--- src/rtl/sha2_pkg.sv ---
// Shared definitions for the SHA-2 message schedule: state encodings, round counts
// and the small-sigma rotate/shift amounts for both word widths.
package sha2_pkg;

  typedef enum logic [1:0] {
    ST_IDLE   = 2'b00,
    ST_LOAD   = 2'b01,
    ST_EXPAND = 2'b10,
    ST_DONE   = 2'b11
  } state_t;

  localparam int ROUNDS_256 = 64;
  localparam int ROUNDS_512 = 80;

  // sigma0 / sigma1 amounts: two rotations then one logical shift
  localparam int S0_ROT_A_256 = 7;
  localparam int S0_ROT_B_256 = 18;
  localparam int S0_SHR_256   = 3;
  localparam int S1_ROT_A_256 = 17;
  localparam int S1_ROT_B_256 = 19;
  localparam int S1_SHR_256   = 10;

  localparam int S0_ROT_A_512 = 1;
  localparam int S0_ROT_B_512 = 8;
  localparam int S0_SHR_512   = 7;
  localparam int S1_ROT_A_512 = 19;
  localparam int S1_ROT_B_512 = 61;
  localparam int S1_SHR_512   = 6;

endpackage

--- src/rtl/sha2_small_sigma.sv ---
// Combinational SHA-2 small sigma: SEL=0 gives sigma0, SEL=1 gives sigma1,
// with amounts chosen by DATA_WIDTH (32 = SHA-256, 64 = SHA-512).
module sha2_small_sigma
  import sha2_pkg::*;
#(
  parameter int DATA_WIDTH = 32,
  parameter int SEL        = 0
) (
  input  logic [DATA_WIDTH-1:0] x,
  output logic [DATA_WIDTH-1:0] y
);

  localparam bit WIDE = (DATA_WIDTH == 64);
  localparam int ROT_A = WIDE ? ((SEL == 0) ? S0_ROT_A_512 : S1_ROT_A_512)
                              : ((SEL == 0) ? S0_ROT_A_256 : S1_ROT_A_256);
  localparam int ROT_B = WIDE ? ((SEL == 0) ? S0_ROT_B_512 : S1_ROT_B_512)
                              : ((SEL == 0) ? S0_ROT_B_256 : S1_ROT_B_256);
  localparam int SHR   = WIDE ? ((SEL == 0) ? S0_SHR_512 : S1_SHR_512)
                              : ((SEL == 0) ? S0_SHR_256 : S1_SHR_256);

  function automatic logic [DATA_WIDTH-1:0] rotr(input logic [DATA_WIDTH-1:0] v, input int r);
    return (v >> r) | (v << (DATA_WIDTH - r));
  endfunction

  assign y = rotr(x, ROT_A) ^ rotr(x, ROT_B) ^ (x >> SHR);

endmodule

--- src/rtl/sha2_msg_sched.sv ---
// Streaming SHA-2 message schedule: loads a 16-word block serially, then emits
// W[0..ROUNDS-1] one word per handshake from a sliding 16-entry window.
module sha2_msg_sched
  import sha2_pkg::*;
#(
  parameter int DATA_WIDTH = 32
) (
  input  logic                  clk,
  input  logic                  rst_n,
  input  logic                  i_abort,
  input  logic [DATA_WIDTH-1:0] i_word,
  input  logic                  i_word_valid,
  output logic                  o_word_ready,
  output logic [DATA_WIDTH-1:0] o_w,
  output logic                  o_w_valid,
  input  logic                  i_w_ready,
  output logic [6:0]            o_round,
  output logic [1:0]            o_FSM_state,
  output logic                  o_done
);

  localparam int         ROUNDS     = (DATA_WIDTH == 64) ? ROUNDS_512 : ROUNDS_256;
  localparam logic [6:0] LAST_ROUND = 7'(ROUNDS - 1);

  generate
    if (DATA_WIDTH != 32 && DATA_WIDTH != 64) begin : g_bad_width
      $error("sha2_msg_sched: DATA_WIDTH must be 32 or 64");
    end
  endgenerate

  state_t                state, state_nxt;
  logic [DATA_WIDTH-1:0] win [16];
  logic [3:0]            load_cnt;
  logic [6:0]            round;
  logic                  word_ready;
  logic                  word_acc;
  logic                  w_hs;
  logic                  expand;
  logic [DATA_WIDTH-1:0] s0, s1, w_next;

  sha2_small_sigma #(.DATA_WIDTH(DATA_WIDTH), .SEL(0)) u_s0 (.x(win[1]),  .y(s0));
  sha2_small_sigma #(.DATA_WIDTH(DATA_WIDTH), .SEL(1)) u_s1 (.x(win[14]), .y(s1));

  // win[0] holds W[t-16], so the new tail is W[t] for t = round + 16
  assign w_next   = s1 + win[9] + s0 + win[0];
  assign expand   = (state == ST_EXPAND);
  assign word_acc = i_word_valid & word_ready & ~i_abort;
  assign w_hs     = expand & i_w_ready;

  always_comb begin
    state_nxt = state;
    case (state)
      ST_IDLE:   if (word_acc) state_nxt = ST_LOAD;
      ST_LOAD:   if (word_acc && load_cnt == 4'd15) state_nxt = ST_EXPAND;
      ST_EXPAND: if (w_hs && round == LAST_ROUND) state_nxt = ST_DONE;
      ST_DONE:   state_nxt = ST_IDLE;
      default:   state_nxt = ST_IDLE;
    endcase
    if (i_abort) state_nxt = ST_IDLE;
  end

  always_ff @(posedge clk) begin
    if (!rst_n) state <= ST_IDLE;
    else        state <= state_nxt;
  end

  // Ready is registered so every output is zero in the first cycle after reset or abort
  always_ff @(posedge clk) begin
    if (!rst_n) begin
      word_ready <= 1'b0;
      load_cnt   <= '0;
      round      <= '0;
      for (int i = 0; i < 16; i++) win[i] <= '0;
    end else begin
      word_ready <= ~i_abort & ((state_nxt == ST_IDLE) | (state_nxt == ST_LOAD));
      if (i_abort) begin
        load_cnt <= '0;
        round    <= '0;
      end else begin
        if (word_acc) begin
          win[load_cnt] <= i_word;
          load_cnt      <= load_cnt + 4'd1;
        end
        if (w_hs) begin
          for (int i = 0; i < 15; i++) win[i] <= win[i+1];
          win[15] <= w_next;
          round   <= (round == LAST_ROUND) ? 7'd0 : round + 7'd1;
        end
      end
    end
  end

  assign o_word_ready = word_ready;
  assign o_w_valid    = expand;
  assign o_w          = expand ? win[0] : '0;
  assign o_round      = round;
  assign o_FSM_state  = state;
  assign o_done       = (state == ST_DONE);

endmodule
--- config.mk ---
export PLATFORM = sky130hd
export DESIGN_NAME = sha2_msg_sched
export DESIGN_NICKNAME = d
export VERILOG_FILES = /design/src/rtl/sha2_pkg.sv /design/src/rtl/sha2_small_sigma.sv /design/src/rtl/sha2_msg_sched.sv
export SDC_FILE = /design/constraint.sdc
export NUM_CORES = 1
export LEC_CHECK = 0
export CAP_MARGIN = 10
export CORE_UTILIZATION = 50
export CTS_CLUSTER_SIZE = 14
export DETAILED_ROUTE_END_ITERATION = 8
export PLACE_DENSITY = 0.67
export SLEW_MARGIN = 20
export SYNTH_ARGS = -nofsm -noshare
export SYNTH_HDL_FRONTEND = slang
export SYNTH_HIERARCHICAL = 1
export SYNTH_SLANG_ARGS = --single-unit
--- constraint.sdc ---
create_clock -name clk -period 4.9 [get_ports clk]
set_input_delay 0.98 -clock clk [delete_from_list [all_inputs] [get_ports clk]]
set_output_delay 0.98 -clock clk [all_outputs]
set_load 0.02 [all_outputs]
Word-level counts from Yosys, hierarchy flattened
Memory sizes are Yosys's and may differ from the RTL's.
Index checks and enable logic that the tools add are counted.
Storage, ports and cells
  register bits: 14
  latch bits: 0
  bits in writable memories: 512
  ROM bits: 0
  bits of input ports: 37
  output and inout bits: 44
  word-level logic and storage cells: 152
  memories kept: 1
Cells by class
  $add $sub $neg: 5
  $mul: 0
  div/mod/pow operators: 0
  magnitude comparators: 0
  equality and inequality tests: 22
  shift operators: 0
  multiplexer cells: 35
  bitwise operators: 79
  reductions and logical operators: 6
Memory list
  win: words 16, width 32, rd ports 16, clocked after Yosys merged registers in 0, wr ports 16, RTL line sha2_msg_sched.sv:32  | logic [DATA_WIDTH-1:0] win [16];
Operators with widths (number)
  $mux W32: 18
  $add A32 B32 Y32: 3
  $eq A4 B4 Y1 const B: 17
  $xor A32 B32 Y32: 2
  $and A1 B1 Y1: 36
  $or A13 B32 Y32: 1
  $or A14 B32 Y32: 1
  $or A15 B32 Y32: 1
  $or A25 B32 Y32: 1
  $reduce_or A32 Y1: 1
  $xor A32 B22 Y32: 1
  $xor A32 B29 Y32: 1
  $not A1 Y1: 18
  $or A1 B1 Y1: 17
  $mux W1: 10
  $mux W2: 4
  $pmux W2 S4: 1
  $add A7 B1 Y7 const B: 1
  $eq A7 B6 Y1 const B: 1
  $mux W7: 1
  $add A4 B1 Y4 const B: 1
  $eq A2 B1 Y1 const B: 2
  $eq A2 B2 Y1 const B: 2
  $logic_not A2 Y1: 2
  other kinds (3): 4

Longest topological paths before layout
Gate-level depths: netlist of run 1.
  word-level depth: 26
  depth in mapped cells: 12
  depth with buffers taken out: 12

Hierarchy
Netlist of run 1, hierarchy kept.
By module, submodules not included
  sha2_msg_sched: instances 1, cells each 2007, area each 25172.9 um^2, sequential area each 15655.0 um^2
  sha2_small_sigma at u_s0: instances 1, cells each 32, area each 719.4 um^2, sequential area each 0.0 um^2
  sha2_small_sigma at u_s1: instances 1, cells each 32, area each 610.6 um^2, sequential area each 0.0 um^2

Least setup slack after synthesis of run 1
OpenSTA, ideal clock, no wires.
  path type: in2reg
  start point: input port rst_n
  end point: memory win[12][0] (enable)
  library setup time: 0.466 ns
  arrival time: 4.069 ns
  required time: 4.434 ns
  slack: 0.365 ns
  stages on the path: 5
  path buffers: 2
  cells stage by stage: clkbuf_1 o21a_1 buf_2 nand3_1 o21ai_0
RTL lines
  start, declared: RTL line sha2_msg_sched.sv:9  | input logic rst_n,
  end, declared: RTL line sha2_msg_sched.sv:32

==> impl_metrics.ini, run 1 <==
[status]
status = finished clean

[worst_hold_path]
min_path_type = register to register

[critical_path]
arrival_ns = 5.08
crit_path_start_kind = register
cp-end-kind = register
critPathMaxFanout = 5
cp.required_ns = 5.27
worst-setup-path-type = register to register

[floorplanning]
dieHeight_um = 232.2
design.core.area_um2 = 52450
placementRows = 84
pin_count = 81
initial_core_util = 0.5053
die_width_um = 232.2
fp.dieArea_um2 = 53930

[global_route]
antenna_found_initial = 1
grt_pass1_wl_mm = 117.0
track_usage = 0.3016
grtUsageMet2 = 0.4734
grt.busiest_layer = met2
grt_util_met1 = 0.4204
grt.overflow.total = 0
grt_max_degree = 158
grtUsageMet3 = 0.06017
grt_pass1_vias = 16890

[timing]
post-route-min-period_ns = 4.711
drv_slew = 0
fmax_mhz = 212.3
fin_skew_ns = 0.02147
rsz0062_at_grt = false
finalHoldViolCount = 0
worst-slew-pin-transition_ns = 1.150
setup_viol = 0
slew_headroom = 0.2309
fin_crit_sh = 0.9614
setup-tns-final_ns = 0

[synthesis]
async_flop_share = 0
synth_top_area_frac = 0.5801
synthTopCellsByArea = edfxtp_1, a22o_1, nand2_1
ys_ff_latch = 526
synthXorXnorAreaFrac = 0.06076
synth-main-ff-cell = edfxtp_1
postSynthNetCount = 2206
ys_types = 63
syn_area_um2 = 26500
syn_avg_cell_area_um2 = 12.80
ys_warn_count = 6
netlist_instances = 2071
synth_top_family_by_area = compound AO/OA/AOI/OAI gates
ys_seq_area_frac = 0.5907
synth_largest_area_cell = edfxtp_1
synth-simple-area-share = 0.08403
synthMuxAreaShare = 0
synth_compound_gate_area_share = 0.1709
synth-edff-count = 512
synthAdderAreaFrac = 0.06383

[cells_and_area]
num-nets-final = 2208
diodes = 0
syn2layout_area_growth_pct = 12.92
drive_gt1_frac = 0.08679
post-route-util = 0.5706
final_cell_mix = edfxtp_1, nand2_1, a22o_1
stdcell_area_um2 = 29930
layout_commonest_cell = edfxtp_1

[placed_design]
gp_congestion = 0.9512
dpl_cell_area_um2 = 28160
hpwl_mm = 54.96
port_buffers = 80

[clock_tree]
cts_sinks = 526
htree_levels = 2
cts_tree = done
clock_latency_ns = 0.63
numCtsBuffers = 56
cts_root_buffer = clkbuf_16
cts_buffer_depth = 3
clk_pin_slew_ns = 0.07

[flow_run]
maxCapViolCount = 0

[routing]
wl_mm = 80.52
firstDrtPassIters = 5
wl_per_cell_um = 28.67
drt-initial-drc-count = 2054
drc = 0
viasPerCell = 6.319
ant_nets = 0
num_vias = 17740

[power_and_ir_drop]
peakVddDrop_v = 0.0003348
power.density_nw_per_um2 = 480.0
power.leakage_uw = 0.01095
-- area by class of cell --
cell class	instances	area, um2
timing repair buffer	142	1358
clock inverter	35	274.0
fill	4208	22520
sequential	526	15660
clock buffer	70	1474
multi-input combinational	1336	10260
inverter	11	41.29
tap	688	860.8
-- synthesized netlist by cell type (4+ instances only) --
cell and instances:
dfxtp_1 14, o21a_1 4, a22o_1 320, ha_1 36
xor3_1 50, o31ai_1 10, a21oi_1 29, buf_1 38
xor2_1 26, fa_1 62, nor2_1 46, or2_2 4
a21o_1 15, o21ai_0 192, o21ai_1 6, o21bai_1 5
nand2_1 373, nand2b_1 10, inv_1 10, nand3_1 20
a211o_1 4, a311oi_1 4, clkbuf_1 156, and2_1 33
and3_1 6, xnor2_1 19, edfxtp_1 512, nor3_1 17
-- per-layer routing --
layer / wire length (um) / up-vias / share of wire
met3: 7118 / 141 / 0.088
met5: 0 / - / 0
met2: 37640 / 867 / 0.47
met1: 33100 / 8975 / 0.41
li1: - / 7761 / -
met4: 2652 / 0 / 0.033
-- final timing paths --
kind	from	end	slack, ns	cells after the start
min reg2reg	o_round[1]$_SDFFE_PP0N_	o_round[1]$_SDFFE_PP0N_	0.51	2
max	win[1][10]$_DFFE_PP_	win[15][20]$_DFFE_PP_	0.19	11
min	o_round[1]$_SDFFE_PP0N_	o_round[1]$_SDFFE_PP0N_	0.51	2
max reg2reg	win[1][10]$_DFFE_PP_	win[15][20]$_DFFE_PP_	0.19	11
-- metrics by stage --
step                      hold slack, ns  power (uW)  setup slack (ns)  instances
final                             0.5113       14360            0.1890       2808
after detailed placement          0.4995       10240           0.05254       2701
after global routing              0.5267       14970           0.08841       2808
after floorplan                   0.4815        8794            0.3652       2071
after global placement            0.4840       10230           0.02252       2699
after CTS                         0.5114       14360           0.02820       2806
-- registers in the layout, indices dropped and copies added (netlist names) --
| register | cells |
|---|---|
| win | 512 |
| o_FSM_state | 2 |
| o_word_ready | 1 |
| o_round | 7 |
| load_cnt | 4 |
-- kinds of logic (layout without fill, tap and decap cells) --
group	after synthesis	after routing
buf+inv	209	258
flops	526	526
fa+ha+maj	98	98
simple gates	526	526
xor+xnor	96	96
compound gates	616	616
-- timing repair --
action | in CTS | in global routing
hold buffers | 0 | 0
gates resized for setup | 0 | 0
hold endpoints to repair | 0 | 0
endpoints found under the setup margin | 0 | 1
buffers inserted | 0 | 2
-- where the power goes --
group | internal [uW] | switching, uW
clock | 2300 | 1830
sequential | 5410 | 230
combinational | 1880 | 2710
total | 9590 | 4770
-- worst max-delay path, cell delays in order (launching register included) --
cell      delay (ns)
edfxtp_1        0.53
xor3_1          0.54
fa_1            0.58
fa_1            0.43
ha_1            0.39
o21ai_0         0.36
o21ai_1         0.20
a21oi_1         0.31
o21ai_1         0.17
and3_1          0.22
or4_1           0.46
a32o_1          0.27
Power figures use the tool's default switching activity.
==> run 2: changes to the inputs <==
--- a/config.mk
+++ b/config.mk
@@ -5,7 +5,6 @@
 export SDC_FILE = /design/constraint.sdc
 export NUM_CORES = 1
 export LEC_CHECK = 0
-export CAP_MARGIN = 10
 export CORE_UTILIZATION = 50
 export CTS_CLUSTER_SIZE = 14
 export DETAILED_ROUTE_END_ITERATION = 8
==> constraint.sdc (replaced) <==
create_clock -name clk -period 4.9 [get_ports clk]
set_input_delay 0.98 -clock clk [delete_from_list [all_inputs] [get_ports clk]]
set_output_delay 0.98 -clock clk [all_outputs]
set_load 0.05 [all_outputs]
==> results of run 2 <==
Same layout as run 1 (identical final DEF). Status: finished clean.
Main changes from that run: total power 14360 uW -> 14370 uW
==> run 3: changes to the inputs <==
--- a/config.mk
+++ b/config.mk
@@ -5,10 +5,12 @@
 export SDC_FILE = /design/constraint.sdc
 export NUM_CORES = 1
 export LEC_CHECK = 0
-export CORE_UTILIZATION = 50
+export CELL_PAD_IN_SITES_DETAIL_PLACEMENT = 1
+export CELL_PAD_IN_SITES_GLOBAL_PLACEMENT = 2
+export CORE_UTILIZATION = 44
 export CTS_CLUSTER_SIZE = 14
 export DETAILED_ROUTE_END_ITERATION = 8
-export PLACE_DENSITY = 0.67
+export PLACE_DENSITY_LB_ADDON = 0.1
 export SLEW_MARGIN = 20
 export SYNTH_ARGS = -nofsm -noshare
 export SYNTH_HDL_FRONTEND = slang
==> run 3 against run 2 <==
  * The run now ends with design-rule violations left
  * Register-to-register slack worse by 0.16 ns
  * Count of clock-buffer cells in the layout is 1 lower
  * First-iteration DRC count is 18% lower
  * Non-clock buffer count is 33 higher
  * Clock skew is 0.0030 ns lower
  * Core utilization is 5.8 points lower
  * Power is 4.8% higher
  * Critical path type unchanged
  * Largest power group unchanged
==> impl_metrics.ini, run 3 (synthesis results as in run 1) <==
[routing]
ant_nets = 0
wl_mm = 97.08
highest_layer = met4
drc = 14
wl_met1_mm = 41.80
wl_per_cell_um = 33.16
drt-initial-drc-count = 1689
firstDrtPassIters = 9
dr_wl_met2_mm = 46.70
num_vias = 18190
routed-wl-met3_mm = 5.124
viasPerCell = 6.212

[status]
status = complete, but fails checks
violations = design-rule violations

[global_route]
antenna_found_initial = 2
grt_max_degree = 164
track_usage = 0.3179
grt.overflow.total = 0
grt_pass1_wl_mm = 135.8
grt_pass1_vias = 17990

[timing]
hold_slack_ns = 0.5318
slew_headroom = 0.1821
rsz0062_at_grt = false
drv_slew = 0
setup-tns-final_ns = 0
setup_viol = 0
fin_crit_sh = 0.9931
finalHoldViolCount = 0
worst-slew-pin-transition_ns = 1.223
fmax_mhz = 205.5
post-route-min-period_ns = 4.866
fin_skew_ns = 0.01845

[cells_and_area]
num-nets-final = 2241
top_register = win
final_cell_mix = edfxtp_1, nand2_1, a22o_1
largest_register_ffs = 512
num-fill-cells = 5899
layout_commonest_cell = edfxtp_1
syn2layout_area_growth_pct = 14.57
drive_gt1_frac = 0.1026
final-instance-count-excl-fill = 2928

[critical_path]
path_buf_inv = 0
worst_r2r_path_depth = 11
timing.rr.start = win[14][21]$_DFFE_PP_
reg2reg_to = win[15][20]$_DFFE_PP_
crit_path_start_kind = register
cp.required_ns = 5.28
cp-end-kind = register
arrival_ns = 5.25
ff2ff_setup_slack_ns = 0.03
max_stage_delay_ns = 0.58
path_cells = xor3_1 > fa_1 > fa_1 > ha_1 > a211oi_1 > o21ai_1 > a21oi_1 > o21ai_1 > and3_1 > or4_1 > a32o_1
critPathMaxFanout = 4
worst-setup-path-type = register to register
cp_slowest_cell = edfxtp_1
path_delay_family = compound AO/OA/AOI/OAI gates

[worst_hold_path]
min_path_type = register to register
worstHoldEndpoint = win[7][21]$_DFFE_PP_
min_path_cells = 1
min_from = win[8][21]$_DFFE_PP_

[clock_tree]
cts_sinks = 526
postCtsSetupBuffers = 0
ctsHoldBuffers = 0
htree_levels = 2
clock_latency_ns = 0.64
clk_pin_slew_ns = 0.06
cts_root_buffer = clkbuf_16
cts_resized = 0
numCtsBuffers = 56
cts_buffer_depth = 3
cts_tree = done

[flow_run]
maxCapViolCount = 0

[placed_design]
hpwl_mm = 67.44
gp_congestion = 0.9423
place_inst = 2818
port_buffers = 80

[floorplanning]
initial_core_util = 0.4474
pin_count = 81
placementRows = 89
dieHeight_um = 247.4
die_width_um = 247.4
fp.dieArea_um2 = 61220
design.core.area_um2 = 59240

[power_and_ir_drop]
power.leakage_uw = 0.01116
peakVddDrop_v = 0.0002651
power.density_nw_per_um2 = 495.9
power_uw = 15060
run 3: changes by cell type in the layout (fill, tap and decap cells not counted), sizes merged:
cell,previous run,this run
buf,63,99
bufinv,3,6
clkbuf,70,69
clkdlybuf4s50,79,76
clkinv,28,30
clkinvlp,1,0
diode,0,1
inv,14,12
run 3: worst max path at each step:
| stage | endpoint | slack [ns] | cells past startpoint | start |
|---|---|---|---|---|
| after detailed placement | win[15][20]$_DFFE_PP_ | 0.1 | 11 | win[14][21]$_DFFE_PP_ |
| after floorplan | win[12][0]$_DFFE_PP_ | 0.37 | 5 | rst_n |
| after CTS | win[15][20]$_DFFE_PP_ | 0.06 | 11 | win[14][21]$_DFFE_PP_ |
| after global placement | win[15][20]$_DFFE_PP_ | 0.06 | 11 | win[14][21]$_DFFE_PP_ |
| final | win[15][20]$_DFFE_PP_ | 0.03 | 11 | win[14][21]$_DFFE_PP_ |
| after global routing | win[15][20]$_DFFE_PP_ | 0.004 | 11 | win[14][21]$_DFFE_PP_ |
run 3: worst register-to-register path, cell delays in order, from the launching register on:
cell and delay (ns):
edfxtp_1 0.58, xor3_1 0.50, fa_1 0.55, fa_1 0.46, ha_1 0.32, a211oi_1 0.50, o21ai_1 0.28, a21oi_1 0.31
o21ai_1 0.17, and3_1 0.22, or4_1 0.48, a32o_1 0.26
run 3: cell type report:
class,count,area [um2],share of cell area
Timing Repair Buffer,175,1607,0.05291
Sequential cell,526,15660,0.5156
Multi-Input combinational cell,1336,10260,0.3380
Clock inverter,37,377.9,0.01244
Clock buffer,69,1450,0.04776
Inverter,11,41.29,0.001360
Antenna cell,1,2.502,0.00008241
Tap cell,773,967.2,0.03185
run 3: stage by stage:
| step | cell area, um2 | util | setup slack, ns |
|---|---|---|---|
| after floorplan | 26500 | - | 0.3652 |
| after global placement | 28460 | 0.4804 | 0.05702 |
| after detailed placement | 28460 | 0.4804 | 0.09846 |
| after CTS | 30290 | 0.5112 | 0.05715 |
| after global routing | 30360 | 0.5125 | 0.003544 |
| final | 30370 | 0.5126 | 0.03377 |
run 3: power by group:
part	switching, uW	leakage [uW]	total, uW	internal, uW
Sequential	236	0.00538	5650	5410
Clock	1870	0.000898	4310	2430
Combinational	3200	0.00488	5100	1910
Total	5300	0.0112	15100	9760
run 3: layer usage:
metal	global-route usage	vias up
li1	-	7820
met3	0.03028	134
met5	0	-
met4	0.1068	0
met2	0.5159	647
met1	0.4491	9589
